**config.mk**
```make
export PLATFORM = sky130hd
export DESIGN_NAME = am_env_detect
export DESIGN_NICKNAME = d
export VERILOG_FILES = /design/src/rtl/am_pkg.sv /design/src/rtl/am_env_detect_if.sv /design/src/rtl/am_div_q15.sv /design/src/rtl/am_env_detect.sv
export SDC_FILE = /design/constraint.sdc
export NUM_CORES = 1
export LEC_CHECK = 0
export BUFFER_PORTS_ARGS = -buffer_cell sky130_fd_sc_hd__buf_2
export CORE_MARGIN = 2
export CORE_UTILIZATION = 37
export DETAILED_ROUTE_END_ITERATION = 10
export PLACE_DENSITY = 0.54
export SLEW_MARGIN = 20
export SYNTH_ARGS = -nofsm -noshare
export SYNTH_HDL_FRONTEND = slang
export SYNTH_SLANG_ARGS = --single-unit
export TNS_END_PERCENT = 100
```
**constraint.sdc**
```tcl
create_clock -name clk -period 5.95 [get_ports clk]
set_input_delay 1.19 -clock clk [delete_from_list [all_inputs] [get_ports clk]]
set_output_delay 1.19 -clock clk [all_outputs]
set_load 0.05 [all_outputs]
```
**src/rtl/am_pkg.sv**
```systemverilog
// Shared types and constants for the AM envelope / depth detector.
package am_pkg;

  typedef logic signed [15:0] q15_t;

  localparam logic [14:0] Q15_ONE = 15'd32767;

  typedef enum logic [1:0] {
    D_IDLE,
    D_RUN,
    D_DONE
  } div_state_t;

endpackage

```
**src/rtl/am_env_detect_if.sv**
```systemverilog
// Start/busy/done handshake between the depth tracker and its divider.
interface am_env_detect_if;

  logic        start;
  logic        abort;
  logic [16:0] num;
  logic [16:0] den;
  logic        busy;
  logic        done;
  logic [15:0] quot;

  modport master (
    output start, abort, num, den,
    input  busy, done, quot
  );

  modport slave (
    input  start, abort, num, den,
    output busy, done, quot
  );

endinterface

```
**src/rtl/am_div_q15.sv**
```systemverilog
// Restoring divider: quot = min(floor(num*32768/den), 32767), 0 if den == 0.
module am_div_q15
  import am_pkg::*;
(
  input logic             clk,
  input logic             rst_n,
  am_env_detect_if.slave  div
);

  div_state_t  state, state_nx;
  logic [3:0]  cnt, cnt_nx;
  logic [16:0] rem, rem_nx;
  logic [16:0] den, den_nx;
  logic [15:0] sh, sh_nx;
  logic [15:0] q, q_nx;
  logic [17:0] trial;
  logic [16:0] diff;
  logic        ge;

  assign trial = {rem, sh[15]};
  assign ge    = trial >= {1'b0, den};
  assign diff  = trial[16:0] - den;

  always_ff @(posedge clk or negedge rst_n) begin
    if (!rst_n) begin
      state <= D_IDLE;
      cnt   <= '0;
      rem   <= '0;
      den   <= '0;
      sh    <= '0;
      q     <= '0;
    end else begin
      state <= state_nx;
      cnt   <= cnt_nx;
      rem   <= rem_nx;
      den   <= den_nx;
      sh    <= sh_nx;
      q     <= q_nx;
    end
  end

  // num <= den, so num>>1 < den and 16 quotient bits suffice
  always_comb begin
    state_nx = state;
    cnt_nx   = cnt;
    rem_nx   = rem;
    den_nx   = den;
    sh_nx    = sh;
    q_nx     = q;
    unique case (state)
      D_IDLE: begin
        if (div.start) begin
          state_nx = D_RUN;
          cnt_nx   = '0;
          rem_nx   = {1'b0, div.num[16:1]};
          sh_nx    = {div.num[0], 15'd0};
          den_nx   = div.den;
          q_nx     = '0;
        end
      end
      D_RUN: begin
        rem_nx = ge ? diff : trial[16:0];
        sh_nx  = {sh[14:0], 1'b0};
        q_nx   = {q[14:0], ge};
        cnt_nx = cnt + 4'd1;
        if (cnt == 4'hf) state_nx = D_DONE;
      end
      D_DONE:  state_nx = D_IDLE;
      default: state_nx = D_IDLE;
    endcase
    if (div.abort) state_nx = D_IDLE;
  end

  always_comb begin
    div.quot = q;
    if (den == '0)  div.quot = '0;
    else if (q[15]) div.quot = {1'b0, Q15_ONE};
  end

  assign div.busy = state != D_IDLE;
  assign div.done = state == D_DONE;

endmodule

```
**src/rtl/am_env_detect.sv**
```systemverilog
// AM envelope detector with optional modulation-depth measurement.
// Depth path built only with AM_ENV_DETECT_DEPTH_EN defined.
module am_env_detect
  import am_pkg::*;
#(
  parameter int WIN_LOG2  = 6,
  parameter int MEAS_LOG2 = 4
) (
  input  logic        clk,
  input  logic        rst_n,
  input  logic        i_enable,
  input  logic        i_valid,
  input  q15_t        i_sample,
  output logic        o_env_valid,
  output logic [15:0] o_env_q15,
  output logic        o_depth_valid,
  output logic [15:0] o_depth_q15,
  output logic        o_overrun
);

  localparam int AW = 15 + WIN_LOG2;

  if (WIN_LOG2 < 1 || WIN_LOG2 > 10 ||
      MEAS_LOG2 < 1 || MEAS_LOG2 > 12) begin : g_bad
    $error("am_env_detect: parameter out of range");
  end

  logic [14:0]         rect;
  logic [AW-1:0]       acc, acc_sum;
  logic [WIN_LOG2-1:0] scnt;

  // -32768 has no positive twin; saturate it
  always_comb begin
    rect = i_sample[14:0];
    if (i_sample[15]) begin
      if (i_sample[14:0] == '0) rect = Q15_ONE;
      else rect = ~i_sample[14:0] + 15'd1;
    end
  end

  assign acc_sum = acc + AW'(rect);

  always_ff @(posedge clk or negedge rst_n) begin
    if (!rst_n) begin
      acc         <= '0;
      scnt        <= '0;
      o_env_valid <= 1'b0;
      o_env_q15   <= '0;
    end else if (!i_enable) begin
      acc         <= '0;
      scnt        <= '0;
      o_env_valid <= 1'b0;
    end else begin
      o_env_valid <= 1'b0;
      if (i_valid) begin
        scnt <= scnt + WIN_LOG2'(1);
        if (&scnt) begin
          acc         <= '0;
          o_env_q15   <= {1'b0, acc_sum[AW-1:WIN_LOG2]};
          o_env_valid <= 1'b1;
        end else begin
          acc <= acc_sum;
        end
      end
    end
  end

`ifdef AM_ENV_DETECT_DEPTH_EN

  logic [MEAS_LOG2-1:0] wcnt;
  logic [14:0]          mn, mx;
  logic [14:0]          cur_mn, cur_mx;
  logic                 close;

  am_env_detect_if div ();

  assign cur_mn = (o_env_q15[14:0] < mn) ? o_env_q15[14:0] : mn;
  assign cur_mx = (o_env_q15[14:0] > mx) ? o_env_q15[14:0] : mx;
  assign close  = o_env_valid & (&wcnt);

  assign div.start = i_enable & close & ~div.busy;
  assign div.abort = ~i_enable;
  assign div.num   = {2'b0, cur_mx - cur_mn};
  assign div.den   = {2'b0, cur_mx} + {2'b0, cur_mn};

  am_div_q15 u_div (
    .clk   (clk),
    .rst_n (rst_n),
    .div   (div)
  );

  always_ff @(posedge clk or negedge rst_n) begin
    if (!rst_n) begin
      wcnt          <= '0;
      mn            <= Q15_ONE;
      mx            <= '0;
      o_overrun     <= 1'b0;
      o_depth_valid <= 1'b0;
      o_depth_q15   <= '0;
    end else if (!i_enable) begin
      wcnt          <= '0;
      mn            <= Q15_ONE;
      mx            <= '0;
      o_depth_valid <= 1'b0;
    end else begin
      o_depth_valid <= div.done;
      if (div.done) o_depth_q15 <= div.quot;
      if (o_env_valid) begin
        wcnt <= wcnt + MEAS_LOG2'(1);
        if (close) begin
          mn <= Q15_ONE;
          mx <= '0;
          if (div.busy) o_overrun <= 1'b1;
        end else begin
          mn <= cur_mn;
          mx <= cur_mx;
        end
      end
    end
  end

`else

  assign o_depth_valid = 1'b0;
  assign o_depth_q15   = '0;
  assign o_overrun     = 1'b0;

`endif

endmodule

```
==> results.json, run 1 <==
{
  "mostFrequentLayoutCell": "nand2_1",
  "dp.cells": 474,
  "layoutNonFillerInstCount": 482,
  "synth_flop_cell": "dfrtp_1",
  "multi_input_area_mm2": 0.00182,
  "synthXorXnorAreaFrac": 0.0689,
  "clkLatencyLatePin_ns": 0.30,
  "intPower_mw": 0.566,
  "finalClockSkew_ns": 0.0105,
  "grt_max_degree": 44,
  "rsz0062_at_grt": "no",
  "fin_hold_ws_ns": 0.474,
  "yosys.area.top_type": "dfrtp_1",
  "rows": 33,
  "swShare": 0.360,
  "synth-compound-area-share": 0.210,
  "start_util": 0.377,
  "max_freq_ghz": 0.204,
  "arrival_ns": 5.11,
  "reg2reg_setup_slack_ns": 3.11,
  "slew_violations": 0,
  "seqPwrFrac": 0.385,
  "grt.total_usage": 0.147,
  "clkPwrFrac": 0.272,
  "hold_viol": 0,
  "tightest_slew_ns": 0.684,
  "wl_per_cell_um": 13.2,
  "mostFrequentLayoutCells": "nand2_1 (62), dfrtp_1 (43), buf_2 (34)",
  "finalInstanceArea_mm2": 0.00336,
  "synth_cells": 344,
  "hp-start": "o_env_q15[3]$_DFFE_PN0P_",
  "hpwl_um": 4800,
  "power_density_mw_per_mm2": 263,
  "synth_area_leaders": "dfrtp_1 (35%), ha_1 (8.2%), nand2_1 (7.6%)",
  "synth_top_family_by_area": "compound AO/OA/AOI/OAI gates",
  "die_w_um": 94.8,
  "synth_area_mm2": 0.00305,
  "p_comb_frac": 0.344,
  "critPathKind": "in -> reg",
  "crit_required_ns": 6.16,
  "min_period_ns": 4.90,
  "end_kind": "flip-flop",
  "synthArstFlopShare": 1.00,
  "drt-total-wl_um": 6360,
  "post-place-ws_ns": 0.727,
  "nets": 417,
  "fin_tns_setup_ns": 0,
  "cts_root_buf": "clkbuf_8",
  "cts_buffer_depth": 2,
  "synth_top_area_frac": 0.353,
  "yosysSeqAreaShare": 0.353,
  "dieArea_mm2": 0.00898,
  "cts_tree": "done",
  "synth_area_per_cell_um2": 8.86,
  "synth_mux_area_frac": 0.0176,
  "hold_depth": 2,
  "outcome": "complete, no violations",
  "via_per_inst": 5.01,
  "layout-drive-gt1-share": 0.151,
  "fillers": 839,
  "setup-violations-final": 0,
  "drtPass1Iterations": 4,
  "ioPinCount": 55,
  "dpl_cell_area_mm2": 0.00324,
  "holdPathEnd": "o_env_q15[3]$_DFFE_PN0P_",
  "synth-seq-cells": 43,
  "die_h_um": 94.8,
  "place.gp.congestion": 0.797,
  "core_mm2": 0.00809,
  "route.detailed.drc": 0,
  "ctsResizeCount": 0,
  "r2r-end": "o_env_q15[8]$_DFFE_PN0P_",
  "synth_edf_count": 0,
  "p_leak_nw": 1.69,
  "cts_setup_buffers": 0,
  "portBuffers": 35,
  "min_path_type": "reg -> reg",
  "maxCapViolCount": 0,
  "rr_worst_depth": 9,
  "fin_crit_sh": 0.823,
  "power_switching_mw": 0.318,
  "cp_max_fo": 12,
  "irDropWorstVdd_mv": 0.113,
  "grt_pass1_vias": 2196,
  "num_vias": 2417,
  "setup_ws_ns": 1.05,
  "clk_pin_slew_ns": 0.09,
  "seq_area_mm2": 0.00108,
  "relSlewSlack": 0.540,
  "flow.area_growth_from_synthesis_pct": 10.2,
  "yosys_warnings": 0,
  "synthAdderAreaFrac": 0.0886,
  "grt_pass1_wl_um": 10500,
  "overflow": 0,
  "worstSetupStartpointType": "primary input",
  "yosys.area_share.simple": 0.187,
  "ant_nets": 0,
  "htree_levels": 2,
  "cts_buffers": 5,
  "n_antenna_cell": 0,
  "reg2reg_from": "acc[0]$_DFFE_PN0P_",
  "antenna_found_initial": 0,
  "cts_sinks": 43,
  "synth_cell_type_count": 51,
  "drtIter0Drc": 119,
  "ctsHoldBuffers": 0
}
[worst max-delay path by stage]
stage / start / endpoint / slack [ns]
global placement: i_sample[0] / o_env_q15[12]$_DFFE_PN0P_ / 0.81
CTS: i_sample[0] / o_env_q15[12]$_DFFE_PN0P_ / 1.03
detailed placement: i_sample[0] / o_env_q15[12]$_DFFE_PN0P_ / 0.73
finish: i_sample[0] / o_env_q15[12]$_DFFE_PN0P_ / 1.05
global route: i_sample[0] / o_env_q15[12]$_DFFE_PN0P_ / 0.65
floorplan: i_sample[0] / o_env_q15[7]$_DFFE_PN0P_ / 1.37
[state kept, by name, indices dropped and copies added, names as in the netlist]
name,cells
acc,21
o_env_q15,15
o_env_valid,1
scnt,6
[metal layers]
metal	GRT usage	share of wire	wire, um
met1	0.211	0.50	3170
met2	0.230	0.46	2930
met3	0.0295	0.031	199
met4	0.0278	0.0097	62
met5	0	0	0
[critical path: stages]
cell,delay (ns)
buf_2,0.12
inv_1,0.07
ha_1,0.20
or3b_4,0.40
nand4b_4,0.18
or3_4,0.37
nor2_4,0.23
and2b_2,0.27
a31oi_1,0.23
ha_1,0.25
o211ai_1,0.12
o211ai_1,0.27
a41oi_1,0.25
o21ai_1,0.47
nand2_1,0.18
xor2_1,0.18
o21ai_0,0.15
[Yosys cell counts (2+ instances only)]
master	n
nand2_1	62
dfrtp_1	43
o21ai_0	29
ha_1	20
buf_4	19
a21oi_1	15
a22o_1	14
xor2_1	13
nand3_1	12
nor2_1	11
xnor2_1	11
a31oi_1	10
clkbuf_1	8
inv_1	7
and2_1	5
nor3_1	5
o211ai_1	5
and3_1	4
o21a_1	4
or3_1	4
mux2_2	3
nor2b_1	3
o41ai_1	3
a21o_1	2
buf_6	2
mux2i_1	2
nand4_1	2
o21ai_1	2
o31ai_1	2
[logic make-up after synthesis]
kind of cell / count (synthesis)
mux: 5
other cells: 1
compound gates: 96
xor+xnor: 24
buf+inv: 37
simple gates: 117
flops: 43
fa+ha+maj: 21
[through the flow]
stage	util	power, mW
after detailed placement	0.400	0.647
final	0.415	0.884
after CTS	0.415	0.890
after floorplan	-	0.584
after global placement	0.400	0.648
after global routing	0.415	0.948
[power by group through the flow]
stage               registers [mW]  logic [mW]  clock network [mW]
floorplan                    0.340       0.244                   0
global placement             0.345       0.302                   0
detailed placement           0.345       0.302                   0
CTS                          0.340       0.304               0.246
global route                 0.344       0.341               0.263
finish                       0.340       0.304               0.240
[cell type report]
class,instances,share of cell area
Sequential cell,43,0.320
Clock buffer,6,0.0246
Timing Repair Buffer,37,0.0574
Multi-Input combinational cell,282,0.540
Tap cell,105,0.0391
Inverter,7,0.00782
Clock inverter,2,0.0104
(Power assumes the default switching activity.)
==> run 2: changes to the inputs <==
- PLACE_DENSITY: 0.54 -> 0.56
- clock period: 5.95 -> 4 ns (I/O delays scaled with it)
==> results.json, run 2 (synthesis results as in run 1) <==
{
  "grt.total_usage": 0.164,
  "cts_sinks": 43,
  "finalInstanceArea_mm2": 0.00425,
  "crit_start": "i_sample[1]",
  "num_vias": 2816,
  "ant_nets": 0,
  "tightest_slew_ns": 0.646,
  "clkLatencyLatePin_ns": 0.30,
  "route.detailed.drc": 0,
  "drt-total-wl_um": 7520,
  "top_regs": "acc: 21 flops, o_env_q15: 15 flops, scnt: 6 flops",
  "violations": "negative setup slack",
  "intPower_mw": 0.968,
  "n_antenna_cell": 0,
  "layoutNonFillerInstCount": 560,
  "hold_viol": 0,
  "critPathKind": "in -> reg",
  "cp_max_fo": 6,
  "portBuffers": 35,
  "setup_ws_ns": -0.102,
  "place.gp.congestion": 0.802,
  "layout-drive-gt1-share": 0.371,
  "drtIter0Drc": 102,
  "mostFrequentLayoutCell": "buf_4",
  "overflow": 0,
  "setup-violations-final": 21,
  "p_leak_nw": 2.10,
  "cts_root_buf": "clkbuf_8",
  "top_register": "acc",
  "irDropWorstVdd_mv": 0.221,
  "mostFrequentLayoutCells": "buf_4 (76), nand2_1 (56), dfrtp_1 (43)",
  "slew_violations": 0,
  "cts_buffer_depth": 2,
  "dpl_cell_area_mm2": 0.00377,
  "relSlewSlack": 0.568,
  "end_kind": "flip-flop",
  "max_freq_ghz": 0.244,
  "htree_levels": 2,
  "min_period_ns": 4.10,
  "power_switching_mw": 0.563,
  "dp.cells": 537,
  "grt_pass1_wl_um": 11700,
  "die_h_um": 94.8,
  "outcome": "finished with violations",
  "start_util": 0.377,
  "swShare": 0.368,
  "reg2reg_from": "acc[0]$_DFFE_PN0P_",
  "cts_buffers": 5,
  "grt_max_degree": 44,
  "arrival_ns": 4.34,
  "cts_tree": "done",
  "crit_required_ns": 4.24,
  "antenna_found_initial": 0,
  "power_density_mw_per_mm2": 360,
  "finalClockSkew_ns": 0.00898,
  "core_mm2": 0.00809,
  "hpwl_um": 5460,
  "via_per_inst": 5.03,
  "fin_hold_ws_ns": 0.475,
  "drtPass1Iterations": 4,
  "dieArea_mm2": 0.00898,
  "die_w_um": 94.8,
  "clkPwrFrac": 0.202,
  "fin_crit_sh": 1.03,
  "worstSetupStartpointType": "primary input",
  "seqPwrFrac": 0.336,
  "rows": 33,
  "ioPinCount": 55,
  "largest_reg_flops": 21,
  "clk_pin_slew_ns": 0.08,
  "maxCapViolCount": 0,
  "fin_tns_setup_ns": -0.940,
  "rsz0062_at_grt": "yes",
  "wl_per_cell_um": 13.4,
  "flow.area_growth_from_synthesis_pct": 39.4,
  "grt_pass1_vias": 2526,
  "nets": 495,
  "post-place-ws_ns": -0.610,
  "p_comb_frac": 0.462,
  "min_path_type": "in -> async"
}
run 2: changes by cell type in the layout (fill, tap and decap cells not counted), sizes merged:
cell and change:
inv -1, buf +77, bufinv -1, nor2 +1, clkbuf +2
run 2: area by class of cell:
class | instances | area, um^2
fill | 757 | 3840
multi-input combinational | 283 | 2080
sequential | 43 | 1080
timing repair buffer | 114 | 816
tap | 105 | 131
clock buffer | 8 | 100
inverter | 7 | 43.8
run 2: timing repair:
action / CTS / global route
resized for setup: 7 / 51
hold buffers: 0 / 0
cloned: 1 / 0
endpoints found under the setup margin: 21 / 26
setup buffers: 3 / 13
pin swaps: 9 / 37
run 2: critical path: stages:
cell and delay (ns):
buf_12 0.11, inv_12 0.04, ha_4 0.12, or3b_4 0.38
nand4b_4 0.18, or3_4 0.42, nor2_4 0.18, buf_12 0.13
o21ai_1 0.05, o21ai_1 0.15, ha_2 0.31, nor2b_2 0.17
a311o_2 0.40, a31oi_4 0.27, o31a_1 0.31, mux2i_1 0.21
nand3b_1 0.11
run 2: worst paths after layout:
kind	to	slack, ns	cells past startpoint
worst max-delay path	o_env_q15[13]$_DFFE_PN0P_	-0.10	17
worst min-delay path	o_env_q15[6]$_DFFE_PN0P_	0.48	1
worst max register to register	acc[14]$_DFFE_PN0P_	1.60	9
worst min register to register	o_env_q15[6]$_DFFE_PN0P_	0.48	2
max in group asynchronous	acc[14]$_DFFE_PN0P_	3.14	1
min in group clk	o_env_q15[6]$_DFFE_PN0P_	0.48	2
run 2: layer usage:
layer / wire, um / vias to the layer above / global-route usage
met5: 0 / - / 0
met4: 116 / 0 / 0.0423
met3: 259 / 13 / 0.0287
met2: 3750 / 44 / 0.273
met1: 3400 / 1351 / 0.221
li1: - / 1408 / -
run 2: power by group through the flow:
| stage | Sequential, mW | Combinational (mW) | Clock (mW) |
|---|---|---|---|
| 6_report | 0.514 | 0.708 | 0.309 |
| 5_1_grt | 0.521 | 0.770 | 0.341 |
| 4_1_cts | 0.509 | 0.612 | 0.319 |
| 3_5_place_dp | 0.517 | 0.586 | 0 |
| 3_3_place_gp | 0.515 | 0.583 | 0 |
| 2_1_floorplan | 0.506 | 0.372 | 0 |
run 2: stage by stage:
step / power [mW] / utilization
global placement: 1.10 / 0.466
finish: 1.53 / 0.525
detailed placement: 1.10 / 0.466
floorplan: 0.878 / -
CTS: 1.44 / 0.485
global route: 1.63 / 0.525
==> run 3: changes to the inputs <==
- CORE_MARGIN: 2 -> default
- PLACE_DENSITY: 0.56 -> 0.68
==> results.json, run 3 (synthesis results as in run 1) <==
{
  "finalClockSkew_ns": 0.00846,
  "cp_top_family": "simple AND/OR/NAND/NOR gates",
  "irDropWorstVdd_mv": 0.178,
  "ioPinCount": 55,
  "core_mm2": 0.00785,
  "grt_max_degree": 44,
  "die_w_um": 92.8,
  "top_regs": "acc: 21 flops, o_env_q15: 15 flops, scnt: 6 flops",
  "dieArea_mm2": 0.00861,
  "clk_pin_slew_ns": 0.08,
  "overflow": 0,
  "drtPass1Iterations": 4,
  "start_util": 0.389,
  "min_period_ns": 4.09,
  "cts_buffers": 5,
  "grt_pass1_wl_um": 11800,
  "wl_per_cell_um": 13.4,
  "critPathBufInv": 5,
  "cp_slowest_cell": "or3_4",
  "dpl_cell_area_mm2": 0.00370,
  "top_register": "acc",
  "num_vias": 2762,
  "slew_violations": 0,
  "outcome": "finished with violations",
  "place.gp.congestion": 0.828,
  "r2r-end": "acc[20]$_DFFE_PN0P_",
  "maxCapViolCount": 0,
  "rows": 32,
  "drtIter0Drc": 110,
  "cp_cell_sequence": "buf_8 -> inv_6 -> ha_4 -> or3b_4 -> nand4b_4 -> or3_4 -> nor2_4 -> and2b_2 -> a31oi_4 -> ha_4 -> o211ai_1 -> o211ai_1 -> a41oi_2 -> buf_4 -> o21ai_4 -> buf_6 -> buf_6 -> a31oi_2 -> a31oi_1",
  "route.detailed.drc": 0,
  "max_freq_ghz": 0.244,
  "layout-drive-gt1-share": 0.368,
  "rr_worst_depth": 11,
  "cp_max_fo": 6,
  "utilization": 0.537,
  "total_power_mw": 1.55,
  "power_density_mw_per_mm2": 368,
  "grt.total_usage": 0.167,
  "cts_tree": "done",
  "crit_start": "i_sample[0]",
  "relSlewSlack": 0.376,
  "ant_nets": 0,
  "crit_required_ns": 4.20,
  "setup_ws_ns": -0.0937,
  "n_antenna_cell": 0,
  "ctsHoldBuffers": 0,
  "p_leak_nw": 2.08,
  "worstSetupStartpointType": "primary input",
  "die_h_um": 92.8,
  "nets": 486,
  "drt-total-wl_um": 7360,
  "via_per_inst": 5.04,
  "finalInstanceArea_mm2": 0.00421,
  "reg2reg_from": "acc[0]$_DFFE_PN0P_",
  "clkLatencyLatePin_ns": 0.29,
  "reg2reg_setup_slack_ns": 1.45,
  "end_kind": "flip-flop",
  "largest_reg_flops": 21,
  "hold_viol": 0,
  "worst-path-stages": 19,
  "critPathKind": "in -> reg",
  "violations": "negative setup slack",
  "htree_levels": 2,
  "flow.area_growth_from_synthesis_pct": 38.2,
  "cts_buffer_depth": 2,
  "crit_end": "acc[20]$_DFFE_PN0P_",
  "grt_pass1_vias": 2612,
  "setup-violations-final": 8,
  "rsz0062_at_grt": "yes",
  "tightest_slew_ns": 0.936,
  "fin_crit_sh": 1.02,
  "antenna_found_initial": 0,
  "critPathMaxStageDelay_ns": 0.38,
  "cts_root_buf": "clkbuf_8",
  "min_path_type": "reg -> reg",
  "arrival_ns": 4.30,
  "hpwl_um": 5200,
  "portBuffers": 35,
  "mostFrequentLayoutCell": "buf_4",
  "mostFrequentLayoutCells": "buf_4 (62), nand2_1 (58), dfrtp_1 (43)",
  "cts_sinks": 43
}
[run 3: cell types whose count changed in the layout (fill, tap and decap cells not counted), sizes merged]
| cell | change |
|---|---|
| buf | -8 |
| clkbuf | -2 |
| bufinv | +1 |
| inv | +1 |
| nor2 | -1 |
[run 3: tightest hold or removal path, delay by kind of cell, from the launching register on]
kind             cells  cell delay [ns]
and+or+nand+nor      2             0.10
DFF                  1             0.35
[run 3: how the worst min path moves through the flow]
stage / to / slack [ns] / start / cells past startpoint
finish: o_env_q15[4]$_DFFE_PN0P_ / 0.47 / o_env_q15[4]$_DFFE_PN0P_ / 2
CTS: o_env_q15[4]$_DFFE_PN0P_ / 0.48 / o_env_q15[4]$_DFFE_PN0P_ / 2
global placement: o_env_q15[6]$_DFFE_PN0P_ / 0.46 / o_env_q15[6]$_DFFE_PN0P_ / 2
detailed placement: o_env_q15[0]$_DFFE_PN0P_ / 0.46 / o_env_q15[0]$_DFFE_PN0P_ / 2
global route: o_env_q15[4]$_DFFE_PN0P_ / 0.49 / o_env_q15[4]$_DFFE_PN0P_ / 2
floorplan: acc[14]$_DFFE_PN0P_ / 0.46 / acc[14]$_DFFE_PN0P_ / 2
[run 3: area by class of cell]
class,count,area (um^2)
clock buffer,6,82.6
timing repair buffer,106,762
inverter,7,43.8
fill,705,3630
sequential,43,1080
multi-input combinational,282,2090
tap,102,128
clock inverter,2,35.0
[run 3: power by group]
part	switching (mW)	internal (mW)	leakage, nW
Sequential	0.0403	0.471	0.588
Clock	0.143	0.202	0.0612
Combinational	0.368	0.325	1.43
[run 3: what timing repair did]
action / 4_1_cts / 5_1_grt
pin swaps: 11 / 19
resized for setup: 13 / 51
buffers inserted: 4 / 11
endpoints found under the setup margin: 21 / 21
[run 3: stage by stage]
stage / hold slack [ns] / setup TNS [ns] / std cells / setup WS (ns)
after CTS: 0.482 / -0.00388 / 538 / -0.00388
final: 0.473 / -0.403 / 548 / -0.0937
after global routing: 0.490 / -3.07 / 548 / -0.251
after detailed placement: 0.463 / -10.91 / 526 / -0.560
after global placement: 0.455 / -9.59 / 526 / -0.517
after floorplan: 0.455 / -0.535 / 362 / -0.136
[run 3: layer usage]
metal  share of wire  up-vias  GRT usage  wire length [um]
li1                -     1391          -                 -
met1            0.44     1315      0.216              3260
met2            0.52       46      0.294              3830
met3           0.021       10     0.0279               157
met4           0.015        0     0.0321               108
met5               0        -          0                 0
